**src/rtl/btn_debouncer.sv**
```systemverilog
// User button conditioning: 2-FF synchronizer followed by a stability
// counter. Emits a one-cycle pulse on the cycle the debounced level rises.
module btn_debouncer #(
  parameter int DEBOUNCE_CYCLES = 70_000
) (
  input  logic i_clk,
  input  logic i_rst,
  input  logic i_btn,
  output logic o_press
);

  localparam int CW = $clog2(DEBOUNCE_CYCLES + 1);
  localparam logic [CW-1:0] LP_LAST = CW'(DEBOUNCE_CYCLES - 1);

  logic [1:0]    r_sync;
  logic          r_stable;
  logic [CW-1:0] r_cnt;
  logic          r_press;
  logic          w_differ;
  logic          w_settled;

  // Raw level differs from the accepted level; settled once it has differed long enough.
  assign w_differ  = r_sync[1] ^ r_stable;
  assign w_settled = w_differ && (r_cnt == LP_LAST);

  // Bring the asynchronous button into the clock domain.
  always_ff @(posedge i_clk) begin
    if (i_rst) r_sync <= 2'b00;
    else       r_sync <= {r_sync[0], i_btn};
  end

  // Count consecutive cycles of a changed level; accept it once stable, pulse on a rise.
  always_ff @(posedge i_clk) begin
    if (i_rst) begin
      r_stable <= 1'b0;
      r_cnt    <= '0;
      r_press  <= 1'b0;
    end else begin
      r_press <= 1'b0;
      if (!w_differ) begin
        r_cnt <= '0;
      end else if (w_settled) begin
        r_stable <= r_sync[1];
        r_cnt    <= '0;
        r_press  <= r_sync[1];
      end else begin
        r_cnt <= r_cnt + 1'b1;
      end
    end
  end

  assign o_press = r_press;

endmodule

```
**config.mk**
```make
export PLATFORM = sky130hd
export DESIGN_NAME = btn_debouncer
export DESIGN_NICKNAME = d
export VERILOG_FILES = /design/src/rtl/btn_debouncer.sv
export SDC_FILE = /design/constraint.sdc
export NUM_CORES = 1
export LEC_CHECK = 0
export ABC_AREA = 0
export BUFFER_PORTS_ARGS = -buffer_cell sky130_fd_sc_hd__buf_2
export CELL_PAD_IN_SITES_DETAIL_PLACEMENT = 2
export CELL_PAD_IN_SITES_GLOBAL_PLACEMENT = 2
export CORE_MARGIN = 1.5
export CORE_UTILIZATION = 38
export DETAILED_ROUTE_END_ITERATION = 8
export GPL_TIMING_DRIVEN = 0
export PLACE_DENSITY_LB_ADDON = 0.1
export SLEW_MARGIN = 10
export SYNTH_ARGS = -nofsm -noshare
export SYNTH_HDL_FRONTEND = slang
export SYNTH_SLANG_ARGS = --single-unit
```
**constraint.sdc**
```tcl
create_clock -name i_clk -period 3 [get_ports i_clk]
set_clock_uncertainty 0.2 [all_clocks]
set_input_delay 0.15 -clock i_clk [delete_from_list [all_inputs] [get_ports i_clk]]
set_output_delay 0.15 -clock i_clk [all_outputs]
set_load 0.02 [all_outputs]
```
After elaboration in Yosys (flattened, before gate mapping)
Cells that the tools add are included.
Storage, ports and cells
  word-level logic and storage cells: 13
  input bits: 3
  register bits after elaboration: 21
  output and inout port bits: 1
Operators by class
  bitwise gates (word level): 3
  reductions and logical operators: 4
  $add $sub $neg: 1
  eq/ne operators: 1
Operator list (count)
  adder 17 x 1 -> 17 bit (second input constant): 1
  equality test 17 bit (second input constant): 1
  OR reduction 3 bit: 2
  NOT 1 bit: 2
  AND reduction 2 bit: 1
  logical AND 1 bit: 1
  XOR 1 bit: 1

Logic depth before layout (Yosys ltp)
  word-level depth: 4
  gate-level depth with buffers: 6
  mapped depth without buffers: 5

Worst setup path before layout
No wires, ideal clock.
  kind: reg2reg
  start: register r_cnt[9]
  end: register r_cnt[12]
  cell stages (with the launch flop): 6
  clock period less this slack: 2007 ps
  path buffers: 1
  library setup time: 115 ps
  arrival: 1692 ps
  setup slack: 993 ps
  cell sequence: dfxtp_1 or4b_1 or3_4 o21ai_2 buf_4 nor2_1
On the way
  longest elaborated chain between the ends: 3
  elaborated cells on any way between the ends: 4
Ends and longest elaborated chain
  start, declared: line 17  | logic [CW-1:0] r_cnt;
  start signal, assigned: line 47  | r_cnt <= r_cnt + 1'b1;
  branches (longest 3 deep; another with adder 17 x 1 -> 17 bit)
Parallel ways; which one is timed is not known.
A chain may end at the register's enable or synchronous reset.

Worst setup path in the final report
  start: register r_cnt[9]
  end: register r_cnt[10]
Same word-level chain as after synthesis.

==> flow_metrics.tcl <==
set metrics [dict create \
    n_antenna_cell 0 \
    fp-row-count 17 \
    routedWlPerCell_um 14.6 \
    vias 737 \
    dieArea_um2 2650 \
    initial_core_util_pct 40.3 \
    ys_warn_count 0 \
    cts_tree "yes" \
    worstMarginPinSlew_ns 0.339 \
    place.gp.congestion 0.743 \
    grt_setup_unrepaired "no" \
    hold_end "r_sync[1]" \
    synth_edf_count 0 \
    reg2reg_setup_slack_ns 0.77 \
    hold-path-cell-count 1 \
    syn-instance-count 100 \
    fin_setup_tns_ns 0 \
    status "completed" \
    ys_seq_area_share_pct 47.1 \
    root_buffer "clkbuf_4" \
    portBuffers 3 \
    met3_length_um 31 \
    wirelength_um 2010 \
    ys_top_cells_by_count "dfxtp_1 (21), nor2_1 (21), xnor2_1 (14)" \
    route.met2.wl_um 982 \
    required_ns 3.00 \
    num_io_pins 4 \
    cp_max_fo 10 \
    grt_pass1_vias 797 \
    fillers 250 \
    hold_class "flop to flop" \
    grt_use_total_pct 18.1 \
    cts_buffers 3 \
    synth_area_leaders "dfxtp_1 (47%), xnor2_1 (14%), nor2_1 (8.8%), nand4_1 (4.2%), nor4_1 (4.2%)" \
    drc 0 \
    overflow 0 \
    powerDensity_nw_per_um2 429 \
    area_growth_pct 11.9 \
    cts_buffer_depth 2 \
    wl_met1_um 981 \
    syn-cell-area_um2 892 \
    htreeDepth 1 \
    cts_resized 0 \
    clock_latency_ns 0.30 \
    synth_top_area_share_pct 47.1 \
    r2r-end "r_cnt[10]" \
    synthesis.nets 104 \
    async_flop_share_pct 0 \
    worstSetupEndpointType "flop" \
    max_cap_viol_count 0 \
    timing_worst_setup_path_type "flop to flop" \
    stdcell_area_um2 998 \
    antenna_left 0 \
    clock_sinks 21 \
    seqCellArea_um2 420 \
    top_layer_used "met4" \
    core-area_um2 2210 \
    yosysTopAreaCell "dfxtp_1" \
    vdd_drop_max_mv 0.251 \
    reg2reg_from "r_cnt[9]" \
    grt_max_degree 12 \
    total_power_uw 428 \
    firstDrtPassIters 3 \
    ys_types 22 \
    fin_crit_sh_pct 74.2 \
    post_dp_cell_area_um2 942 \
    setup_violations 0 \
    startpoint_type "flop" \
    syn_avg_cell_area_um2 8.92 \
    ys.flop_type "dfxtp_1" \
    ys_seq_elements 21 \
    drive_gt1_share_pct 8.18 \
    antenna_found_initial 0 \
    fmax_mhz 449 \
    multi_input_area_um2 453 \
    p_leak_uw 0.000279 \
    post_drt_via_cell_ratio 5.34 \
    grt_pass1_wl_um 3570 \
    dpl.hpwl_um 1450 \
    hold_viol 0 \
    hold_path_startpoint "r_sync[0]" \
    nets 115 \
    die_h_um 51.5 \
    fin_crit_ns 2.23 \
    die-width_um 51.5 \
    slew_headroom_pct 77.3 \
    clk_pin_slew_ns 0.12 \
    drt_iter0_markers 5 \
    slew_viol_final 0 \
    worst_r2r_path_depth 5 \
    arrival_ns 2.23 \
]
-- critical path: stages, from the launching register on --
cell	delay (ns)
dfxtp_1	0.39
or4b_1	0.55
or3_4	0.42
o21ai_2	0.28
buf_4	0.24
nor2_1	0.06
-- per-layer routing --
layer	global-route usage, %	vias to the layer above
li1	-	366
met4	6.58	0
met2	31.2	3
met3	2.63	2
met1	22.8	366
met5	0	-
-- logic make-up after synthesis --
kind of cell / Yosys count / share of synthesized area, %
compound gates: 3 / 2.10
xor+xnor: 16 / 15.7
fa+ha+maj: 1 / 1.40
buf+inv: 4 / 2.10
flops: 21 / 47.1
simple gates: 55 / 31.6
-- repair_timing --
item,4_1_cts,5_1_grt
buffers inserted,0,0
endpoints found under the hold margin,5,0
hold buffers,3,0
-- per-stage QoR --
step	instances	hold slack (ns)	utilization (%)	setup slack [ns]
floorplan	100	0.0191	-	0.993
global placement	131	0.160	42.6	0.790
detailed placement	131	0.184	42.6	0.755
CTS	138	0.273	45.1	0.738
global route	138	0.307	45.1	0.658
finish	138	0.272	45.1	0.774
-- power by group --
| group | leakage, uW | switching, uW | internal, uW |
|---|---|---|---|
| combinational | 0.0000942 | 5.04 | 5.37 |
| sequential | 0.000170 | 1.11 | 280 |
| clock | 0.0000150 | 84.4 | 51.8 |
-- cells in the final DEF (no fill, tap or decap), types with 3 or more instances in the layout --
cell type,Yosys,final
nand2_1,4,4
xnor2_1,14,14
clkbuf_4,0,3
inv_1,3,3
nor4_1,6,6
buf_2,0,3
nand4_1,6,6
dfxtp_1,21,21
dlygate4sd3_1,0,3
nor2_1,21,21
nor3_1,4,4
nand3_1,6,6
-- cell type report --
class	instances	share of cell area (%)
Timing Repair Buffer	6	4.51
Multi-Input combinational cell	75	45.4
Tap cell	28	3.51
Inverter	3	1.13
Buffer	1	0.752
Sequential cell	21	42.1
Clock buffer	4	2.63
-- worst max path at each step --
stage               startpoint         to  slack, ns  cells after the start
finish                r_cnt[9]  r_cnt[10]       0.77                      5
global route          r_cnt[0]  r_cnt[13]       0.66                      6
CTS                   r_cnt[9]  r_cnt[10]       0.74                      5
detailed placement    r_cnt[9]   r_cnt[8]       0.76                      5
global placement      r_cnt[9]   r_cnt[8]       0.79                      5
floorplan             r_cnt[9]  r_cnt[12]       0.99                      5
-- state kept, by name (all words and copies together), names as in the netlist --
name and cells:
o_press 1, r_sync 2, r_stable 1, r_cnt 17
Power figures use the tool's default switching activity.
